File: config.mk
export PLATFORM = sky130hd
export DESIGN_NAME = eth_arp_receive_flat
export DESIGN_NICKNAME = d
export VERILOG_FILES = /design/src/rtl/eth_arp_receive_if.sv /design/src/rtl/eth_arp_receive.sv /design/src/flat_wrapper.sv
export SDC_FILE = /design/constraint.sdc
export NUM_CORES = 1
export LEC_CHECK = 0
export ABC_AREA = 1
export BUFFER_PORTS_ARGS = -buffer_cell sky130_fd_sc_hd__buf_2
export CAP_MARGIN = 30
export CORE_MARGIN = 3
export CORE_UTILIZATION = 26
export CTS_CLUSTER_DIAMETER = 60
export DETAILED_ROUTE_END_ITERATION = 8
export SYNTH_ARGS = -nofsm -noshare
export SYNTH_HDL_FRONTEND = slang
export SYNTH_SLANG_ARGS = --single-unit
File: constraint.sdc
create_clock -name clk -period 7.45 [get_ports clk]
set_input_delay 0.3725 -clock clk [delete_from_list [all_inputs] [get_ports clk]]
set_output_delay 0.3725 -clock clk [all_outputs]
set_load 0.03 [all_outputs]
File: src/rtl/eth_arp_receive_if.sv
// Receive-side byte stream into the ARP parser and the parsed result back out.
// The parser takes the slave modport. Whatever feeds bytes and consumes the result takes the master modport.
interface eth_arp_receive_if;
  logic        eth_rxdv;
  logic        rx_byte_en;
  logic [7:0]  rx_byte;
  logic        arp_rx_done;
  logic        arp_rx_type;
  logic [47:0] src_mac;
  logic [31:0] src_ip;

  modport master (
    output eth_rxdv, rx_byte_en, rx_byte,
    input  arp_rx_done, arp_rx_type, src_mac, src_ip
  );

  modport slave (
    input  eth_rxdv, rx_byte_en, rx_byte,
    output arp_rx_done, arp_rx_type, src_mac, src_ip
  );
endinterface

File: src/rtl/eth_arp_receive.sv
// ARP frame detector: walks preamble, Ethernet header and ARP payload byte by byte.
// For a request or reply addressed to this board, it reports the sender MAC and IP.
module eth_arp_receive #(
  parameter logic [47:0] BOARD_MAC = 48'h2C_FE_07_19_68_33,
  parameter logic [31:0] BOARD_IP  = {8'd192, 8'd168, 8'd1, 8'd110}
) (
  input logic              clk,
  input logic              rst_n,
  eth_arp_receive_if.slave arp
);
  localparam logic [2:0] IDLE     = 3'd0;
  localparam logic [2:0] PREAMBLE = 3'd1;
  localparam logic [2:0] ETH_HEAD = 3'd2;
  localparam logic [2:0] ARP_DATA = 3'd3;
  localparam logic [2:0] RX_END   = 3'd4;

  logic [2:0]  state;
  logic [2:0]  pre_cnt;
  logic [4:0]  byte_cnt;
  logic        dmac_board;
  logic        dmac_bcast;
  logic        etype_hi_ok;
  logic        oper_reply;
  logic        vld_p0;
  logic [47:0] mac_tmp;
  logic [31:0] ip_tmp;

  function automatic logic [7:0] mac_byte(input logic [4:0] idx);
    case (idx)
      5'd0:    return BOARD_MAC[47:40];
      5'd1:    return BOARD_MAC[39:32];
      5'd2:    return BOARD_MAC[31:24];
      5'd3:    return BOARD_MAC[23:16];
      5'd4:    return BOARD_MAC[15:8];
      5'd5:    return BOARD_MAC[7:0];
      default: return 8'h00;
    endcase
  endfunction

  // Fixed ARP fields, oper, and target IP. Sender fields and target MAC pass unchecked.
  function automatic logic arp_byte_ok(input logic [4:0] idx, input logic [7:0] b);
    case (idx)
      5'd0, 5'd3, 5'd6: return b == 8'h00;
      5'd1:             return b == 8'h01;
      5'd2:             return b == 8'h08;
      5'd4:             return b == 8'h06;
      5'd5:             return b == 8'h04;
      5'd7:             return (b == 8'h01) || (b == 8'h02);
      5'd24:            return b == BOARD_IP[31:24];
      5'd25:            return b == BOARD_IP[23:16];
      5'd26:            return b == BOARD_IP[15:8];
      5'd27:            return b == BOARD_IP[7:0];
      default:          return 1'b1;
    endcase
  endfunction

  // Sender temporaries
  always_ff @(posedge clk) begin
    if (state == ARP_DATA && arp.rx_byte_en) begin
      if (byte_cnt >= 5'd8 && byte_cnt <= 5'd13)
        mac_tmp <= {mac_tmp[39:0], arp.rx_byte};
      if (byte_cnt >= 5'd14 && byte_cnt <= 5'd17)
        ip_tmp <= {ip_tmp[23:0], arp.rx_byte};
    end
  end

  always_ff @(posedge clk) begin
    if (!rst_n) begin
      state           <= IDLE;
      pre_cnt         <= 3'd0;
      byte_cnt        <= 5'd0;
      dmac_board      <= 1'b0;
      dmac_bcast      <= 1'b0;
      etype_hi_ok     <= 1'b0;
      oper_reply      <= 1'b0;
      vld_p0          <= 1'b0;
      arp.arp_rx_done <= 1'b0;
      arp.arp_rx_type <= 1'b0;
      arp.src_mac     <= 48'd0;
      arp.src_ip      <= 32'd0;
    end else begin
      // Result stage: commits one edge after the last target-IP byte, independent of eth_rxdv.
      vld_p0          <= 1'b0;
      arp.arp_rx_done <= vld_p0;
      if (vld_p0) begin
        arp.arp_rx_type <= oper_reply;
        arp.src_mac     <= mac_tmp;
        arp.src_ip      <= ip_tmp;
      end

      case (state)
        IDLE: begin
          if (arp.eth_rxdv && arp.rx_byte_en) begin
            byte_cnt <= 5'd0;
            if (arp.rx_byte == 8'h55) begin
              pre_cnt <= 3'd1;
              state   <= PREAMBLE;
            end else begin
              state <= RX_END;
            end
          end
        end

        PREAMBLE: begin
          if (!arp.eth_rxdv) begin
            state <= IDLE;
          end else if (arp.rx_byte_en) begin
            if (arp.rx_byte == 8'h55) begin
              if (pre_cnt != 3'd7) pre_cnt <= pre_cnt + 3'd1;
            end else if (arp.rx_byte == 8'hD5 && pre_cnt >= 3'd6) begin
              state      <= ETH_HEAD;
              byte_cnt   <= 5'd0;
              dmac_board <= 1'b1;
              dmac_bcast <= 1'b1;
            end else begin
              state <= RX_END;
            end
          end
        end

        ETH_HEAD: begin
          if (!arp.eth_rxdv) begin
            state <= IDLE;
          end else if (arp.rx_byte_en) begin
            byte_cnt <= byte_cnt + 5'd1;
            if (byte_cnt < 5'd6) begin
              if (arp.rx_byte != mac_byte(byte_cnt)) dmac_board <= 1'b0;
              if (arp.rx_byte != 8'hFF) dmac_bcast <= 1'b0;
            end
            if (byte_cnt == 5'd12) etype_hi_ok <= (arp.rx_byte == 8'h08);
            if (byte_cnt == 5'd13) begin
              byte_cnt <= 5'd0;
              state    <= ((dmac_board || dmac_bcast) && etype_hi_ok && arp.rx_byte == 8'h06)
                          ? ARP_DATA : RX_END;
            end
          end
        end

        ARP_DATA: begin
          // The final target-IP byte counts even when eth_rxdv drops on that same cycle.
          if (arp.rx_byte_en && (arp.eth_rxdv || byte_cnt == 5'd27)) begin
            if (!arp_byte_ok(byte_cnt, arp.rx_byte)) begin
              state <= RX_END;
            end else begin
              byte_cnt <= byte_cnt + 5'd1;
              if (byte_cnt == 5'd7) oper_reply <= (arp.rx_byte == 8'h02);
              if (byte_cnt == 5'd27) begin
                vld_p0 <= 1'b1;
                state  <= RX_END;
              end
            end
          end else if (!arp.eth_rxdv) begin
            state <= IDLE;
          end
        end

        RX_END: begin
          if (!arp.eth_rxdv) state <= IDLE;
        end

        default: state <= IDLE;
      endcase
    end
  end
endmodule

File: src/flat_wrapper.sv
// flat-port wrapper written by rule: the top's interface ports become plain ports
module eth_arp_receive_flat 
#(
  parameter logic [47:0] BOARD_MAC = 48'h2C_FE_07_19_68_33,
  parameter logic [31:0] BOARD_IP  = {8'd192, 8'd168, 8'd1, 8'd110}
)
  (clk, rst_n, arp_eth_rxdv, arp_rx_byte_en, arp_rx_byte, arp_arp_rx_done, arp_arp_rx_type, arp_src_mac, arp_src_ip);
  eth_arp_receive_if arp_i ();
  input logic clk;
  input logic rst_n;
  input wire logic [$bits(arp_i.eth_rxdv)-1:0] arp_eth_rxdv;
  input wire logic [$bits(arp_i.rx_byte_en)-1:0] arp_rx_byte_en;
  input wire logic [$bits(arp_i.rx_byte)-1:0] arp_rx_byte;
  output wire logic [$bits(arp_i.arp_rx_done)-1:0] arp_arp_rx_done;
  output wire logic [$bits(arp_i.arp_rx_type)-1:0] arp_arp_rx_type;
  output wire logic [$bits(arp_i.src_mac)-1:0] arp_src_mac;
  output wire logic [$bits(arp_i.src_ip)-1:0] arp_src_ip;
  assign arp_i.eth_rxdv = arp_eth_rxdv;
  assign arp_i.rx_byte_en = arp_rx_byte_en;
  assign arp_i.rx_byte = arp_rx_byte;
  assign arp_arp_rx_done = arp_i.arp_rx_done;
  assign arp_arp_rx_type = arp_i.arp_rx_type;
  assign arp_src_mac = arp_i.src_mac;
  assign arp_src_ip = arp_i.src_ip;
  eth_arp_receive #(.BOARD_MAC(BOARD_MAC), .BOARD_IP(BOARD_IP)) u_core (.clk(clk), .rst_n(rst_n), .arp(arp_i));
endmodule
* Word level (Yosys, flattened, before mapping)
Cells that the tools add are included.
Word-level totals: input bits 12, register bits 178, logic and storage cells 159, output and inout port bits 82
Operators by class: equality and inequality tests 50, reduce and logical (&&, ||, !) cells 29, multiplexer cells 58, magnitude comparators 6, $add $sub $neg 2
Operator list (number):
- 3-bit 2-to-1 mux | 20
- 5-bit 2-to-1 mux | 10
- 8-bit case mux with 6 select lines | 1
- 8-bit 2-to-1 mux | 5
- 8-bit equality test (second input constant) | 3
- 5-bit by 3-bit equality test with 1-bit output (second input constant) | 4
- 5-bit equality test (second input constant) | 4
- 5-bit case mux with 4 select lines | 1
- 9-bit AND reduction | 2
- 8-bit by 3-bit equality test with 1-bit output (second input constant) | 2
- 8-bit by 7-bit equality test with 1-bit output (second input constant) | 2
- 1-bit 2-to-1 mux | 16
- 2-bit by 1-bit != test with 1-bit output (second input constant) | 8
- 3-bit case mux with 5 select lines | 1
- 2-bit != test (second input constant) | 7
- 3-bit != test (second input constant) | 4
- 4-bit AND reduction | 3
- 5-bit by 2-bit equality test with 1-bit output (second input constant) | 2
- 5-bit by 4-bit equality test with 1-bit output (second input constant) | 2
- 5-bit by 4-bit >= comparator with 1-bit output (second input constant) | 2
- 10-bit AND reduction | 1
- 1-bit case mux with 9 select lines | 1
- 8-bit by 1-bit equality test with 1-bit output (second input constant) | 1
- 8-bit by 2-bit equality test with 1-bit output (second input constant) | 1
- other kinds (29) | 42

* Depth between registers and ports, before layout
depth in word-level cells 13, mapped depth 16

* Worst setup path after synthesis
Ideal clock, no wire load.
kind register to register, start point register u_core.state[1], end point register u_core.ip_tmp[0], enable pin, required time 6.982 ns, path buffers 0, clock period less this slack 3.732 ns, path slack 3.718 ns, arrival 3.264 ns, setup time 0.468 ns, cell stages (with the launch flop) 7, cells stage by stage dfxtp_1 > inv_1 > nor2_1 > inv_1 > nor2_2 > nand2_1 > nor3b_1
On the way: cells in the longest elaborated chain, start to end 3
Ends and longest elaborated chain:
- from (decl) | line eth_arp_receive.sv:17 | logic [2:0] state;
- from (signal assigned) | line eth_arp_receive.sv:133 | state <= ((dmac_board || dmac_bcast) && etype_hi_ok && arp.rx_byte == 8'h06)
- 3-bit by 2-bit equality test with 1-bit output | line eth_arp_receive.sv:59 | if (state == ARP_DATA && arp.rx_byte_en) begin
- 1-bit logical AND | line eth_arp_receive.sv:59
- 2-bit AND reduction (no source line)
- to (signal assigned) | line eth_arp_receive.sv:63 | ip_tmp <= {ip_tmp[23:0], arp.rx_byte};
- to (decl) | line eth_arp_receive.sv:26 | logic [31:0] ip_tmp;
Every way passes these cells. A chain may end at the register's enable or synchronous reset.

* Worst setup path in the final report
start point register u_core.byte_cnt[2], end point register u_core.mac_tmp[33], enable pin
On the way: cells in the longest elaborated chain, start to end 3, elaborated cells between the ends (all ways) 4, classes of those cells 2 x order compare; 2 x reduce/logical
Ends and longest elaborated chain:
- from (decl) | line eth_arp_receive.sv:19 | logic [4:0] byte_cnt;
- from (signal assigned) | line eth_arp_receive.sv:125 | byte_cnt <= byte_cnt + 5'd1;
- from (signal assigned) | line eth_arp_receive.sv:145 | byte_cnt <= byte_cnt + 5'd1;
- 5-bit by 4-bit >= comparator with 1-bit output or 5-bit by 4-bit <= comparator with 1-bit output (tied branches) | line eth_arp_receive.sv:60 | if (byte_cnt >= 5'd8 && byte_cnt <= 5'd13)
- 1-bit logical AND * | line eth_arp_receive.sv:60
- 2-bit AND reduction (no source line) *
- to (signal assigned) | line eth_arp_receive.sv:61 | mac_tmp <= {mac_tmp[39:0], arp.rx_byte};
- to (decl) | line eth_arp_receive.sv:25 | logic [47:0] mac_tmp;
Mark *: on every way between the ends. The rest lies on a longest branch, timed or not.

==> summary.md <==
| Metric | Value |
|---|---|
| DR pass1 iterations | `5` |
| Avg Cell Area, Syn | `~9.4 µm²` |
| First-pass GRT wire length | `26.4 mm` |
| Critical Path RT | `roughly 7.5 ns` |
| Sequential Power Share | `0.462` |
| Area Overhead vs Synth | `19.6%` |
| Routed len/inst | `14.0 µm` |
| Endpoint, Worst Hold | `u_core.mac_tmp[7]` |
| Min-delay worst type | `primary input to flip-flop` |
| Register area share after synthesis | `0.624` |
| Routability cong. | `0.880` |
| Vias per cell | `approximately 4.4` |
| Final Cycle Share | `0.301` |
| Post-CTS Setup Inserts | `0` |
| Clock tree buffer depth | `2` |
| DP Cell Count | `between 1000 and 1500` |
| Setup Viol. Count Final | `0` |
| Asr flop ratio synth | `0` |
| Sw Share | `0.292` |
| P_sw | `a little under 0.0007 W` |
| GRT Overall Usage | `0.115` |
| Worst path arrival time | `~2.3 ns` |
| Achievable Freq | `between 400 and 500 MHz` |
| Synth cell types | `39` |
| Reg2Reg Setup Slack | `~5.2 ns` |
| Final nets | `850` |
| Crit path max-delay cell type | `dfxtp_1` |
| Port buffer count | `93` |
| Worst-case reg-to-reg path depth | `5` |
| RR Startpoint | `u_core.byte_cnt[2]` |
| Netlist Area Pre-Place | `about 0.007 mm²` |
| Pint | `~0.0016 W` |
| Dpl cell area | `between 0.007 and 0.008 mm²` |
| Power density over the cells | `between 200 and 300 mW/mm²` |
| Leak | `between 3 and 4 nW` |
| Max stage delay on crit path | `0.64 ns` |
| Yosys warns | `0` |
| CP Depth | `5` |
| Hold_buf cts | `0` |
| Non-filler cells, final | `~1200` |
| Worst slew pin tran | `between 0.9 and 1 ns` |
| Die Area | `0.0289 mm²` |
| Most frequent cells in the layout | `nor2_1, dfxtp_1, o21ai_0, buf_2, edfxtp_1` |
| Share of cells above drive strength 1 | `0.187` |
| WHS Path Cells | `1` |
| Most common cell after layout, fill and taps aside | `nor2_1` |
| Slew margin rel. | `0.395` |
| RSZ-0062 raised after global routing | `false` |
| Clk_lat worst skew | `between 0.4 and 0.5 ns` |
| CTS H-Tree Depth | `4` |
| CTS tree | `done` |
| Multi-input gate area | `between 0.002 and 0.0025 mm²` |
| Cell family with most CP delay | `flip-flops` |
| Die W | `170 µm` |
| Die Ht | `170 µm` |
| I/O Pins | `94` |
| Post_cts resized | `0` |
| Clock-pin slew on the worst setup and hold paths | `roughly 0.070 ns` |
| Post-synth top flop | `dfxtp_1` |
| Final Cell Area | `approximately 0.0084 mm²` |
| Worst-path fanout max | `48` |
| Post-synth net total | `between 700 and 800` |
| Largest net degree at the start of global routing | `93` |
| Clock group share of total power | `0.377` |
| Clock Skews | `between 0.009 and 0.01 ns` |
| Num CTS Buffers | `17` |
| Post-route setup TNS | `0 ns` |
| Max-cap violations | `0` |
| Initial antenna violation count | `2` |
| Outcome | `completed` |
| EDFF count, synth | `80` |
| DP HPWL | `11.0 mm` |
| Sequential cell area | `0.00437 mm²` |
| DRC | `0` |
| Max-slew violations | `0` |
| Hold_sp | `arp_rx_byte[7]` |
| Crit path kind | `flip-flop to flip-flop` |
| FP Rows | `59` |
| N_diodes | `0` |
| Clock tree sinks | `178` |
| Total congestion overflow | `0` |
| Startpoint types | `flip-flop` |
| Root Buffer | `clkbuf_16` |
| Worst-path cell chain | `nand2_1 > nor2_1 > o21ai_0 > nor2_4 > buf_4` |
| Vias in the first global route | `5056` |
| ANT nets after route | `0` |
| Starting Density | `0.266` |
| Minimum clock period | `approximately 2.2 ns` |
| Peak supply drop | `between 100 and 150 µV` |
| Total count of hold-check failures in the final report | `0` |
| Yosys reg bits | `between 150 and 200` |
| Syn Inst Count | `746` |
| R2R Path End | `u_core.mac_tmp[33]` |
| CP Buf/Inv Count | `1` |
| Critical Path End Type | `flip-flop` |
| Combinational share of power | `0.161` |
| Fillers | `around 2700` |
| Via count | `roughly 5200` |
| Initial DRC count | `387` |
| Core Footprint | `0.0263 mm²` |
| Post-Route WL | `between 15 and 20 mm` |
-- sequential cells by signal, summed over array words and instances, names as in the netlist --
register	count
u_core.arp.arp_rx_done	1
u_core.arp.arp_rx_type	1
u_core.arp.src_ip	32
u_core.arp.src_mac	48
u_core.byte_cnt	5
u_core.dmac_bcast	1
u_core.dmac_board	1
u_core.etype_hi_ok	1
u_core.ip_tmp	32
u_core.mac_tmp	48
u_core.oper_reply	1
u_core.pre_cnt	3
u_core.state	3
u_core.vld_p0	1
-- layout make-up --
class | instances | area share
clock buffer | 18 | 0.0513
clock inverter | 14 | 0.0175
inverter | 52 | 0.0239
multi-input combinational | 484 | 0.275
sequential | 178 | 0.522
tap | 335 | 0.0501
timing repair buffer | 98 | 0.0601
-- power groups by stage --
stage               Sequential [W]  Clock (W)  Combinational [W]
CTS                        0.00107   0.000892           0.000372
global placement           0.00109          0           0.000371
global route               0.00107   0.000934           0.000429
detailed placement         0.00109          0           0.000370
finish                     0.00107   0.000871           0.000373
floorplan                  0.00107          0           0.000311
-- synthesized netlist by cell type, types with 2 or more instances --
| cell type | instances | area (µm²) |
|---|---|---|
| edfxtp_1 | 80 | 2400 |
| nand3b_1 | 3 | 22.5 |
| nor2_1 | 204 | 766 |
| nand2_2 | 6 | 37.5 |
| buf_2 | 3 | 15.0 |
| nand4_1 | 9 | 56.3 |
| nand3_2 | 3 | 30.0 |
| nor3_1 | 11 | 55.1 |
| o2111ai_1 | 2 | 17.5 |
| dfxtp_1 | 98 | 1960 |
| inv_1 | 47 | 176 |
| buf_6 | 2 | 22.5 |
| clkbuf_1 | 25 | 93.8 |
| o21ai_0 | 94 | 470 |
| ha_1 | 7 | 87.6 |
| a31oi_1 | 3 | 18.8 |
| nand3_4 | 2 | 35.0 |
| nand2_1 | 79 | 297 |
| xor2_1 | 7 | 61.3 |
| nand3_1 | 21 | 105 |
| nor2_2 | 7 | 43.8 |
| inv_2 | 4 | 15.0 |
| a21oi_1 | 13 | 65.1 |
-- routing by layer --
metal / vias up / wire length (µm) / track usage
met4: 4 / 263 / 0.0388
met1: 2418 / 7860 / 0.150
met5: - / 27 / 0
met2: 88 / 7710 / 0.186
met3: 24 / 625 / 0.0309
li1: 2639 / - / -
-- cell families (layout without fill, tap and decap cells) --
group,count (synthesis),in the layout,share of synthesized area
fa+ha+maj,7,7,0.0125
xor+xnor,8,8,0.0100
compound gates,118,118,0.0892
buf+inv,84,182,0.0490
flops,178,178,0.624
simple gates,351,351,0.216
-- stage by stage --
stage	total power, W	setup WS, ns	hold slack [ns]	utilization
final	0.00231	5.21	0.267	0.318
after global routing	0.00243	5.08	0.246	0.318
after CTS	0.00233	5.19	0.248	0.318
after detailed placement	0.00146	5.20	0.433	0.297
after global placement	0.00146	5.20	0.430	0.297
after floorplan	0.00138	3.72	0.424	-
-- worst max-delay path by stage --
stage / slack [ns] / start / to
finish: 5.21 / u_core.byte_cnt[2] / u_core.mac_tmp[33]
global route: 5.08 / u_core.byte_cnt[2] / u_core.mac_tmp[29]
CTS: 5.19 / u_core.byte_cnt[2] / u_core.mac_tmp[10]
detailed placement: 5.20 / u_core.byte_cnt[2] / u_core.mac_tmp[43]
global placement: 5.20 / u_core.byte_cnt[2] / u_core.mac_tmp[43]
floorplan: 3.72 / u_core.state[1] / u_core.ip_tmp[0]
(Power assumes the default switching activity.)
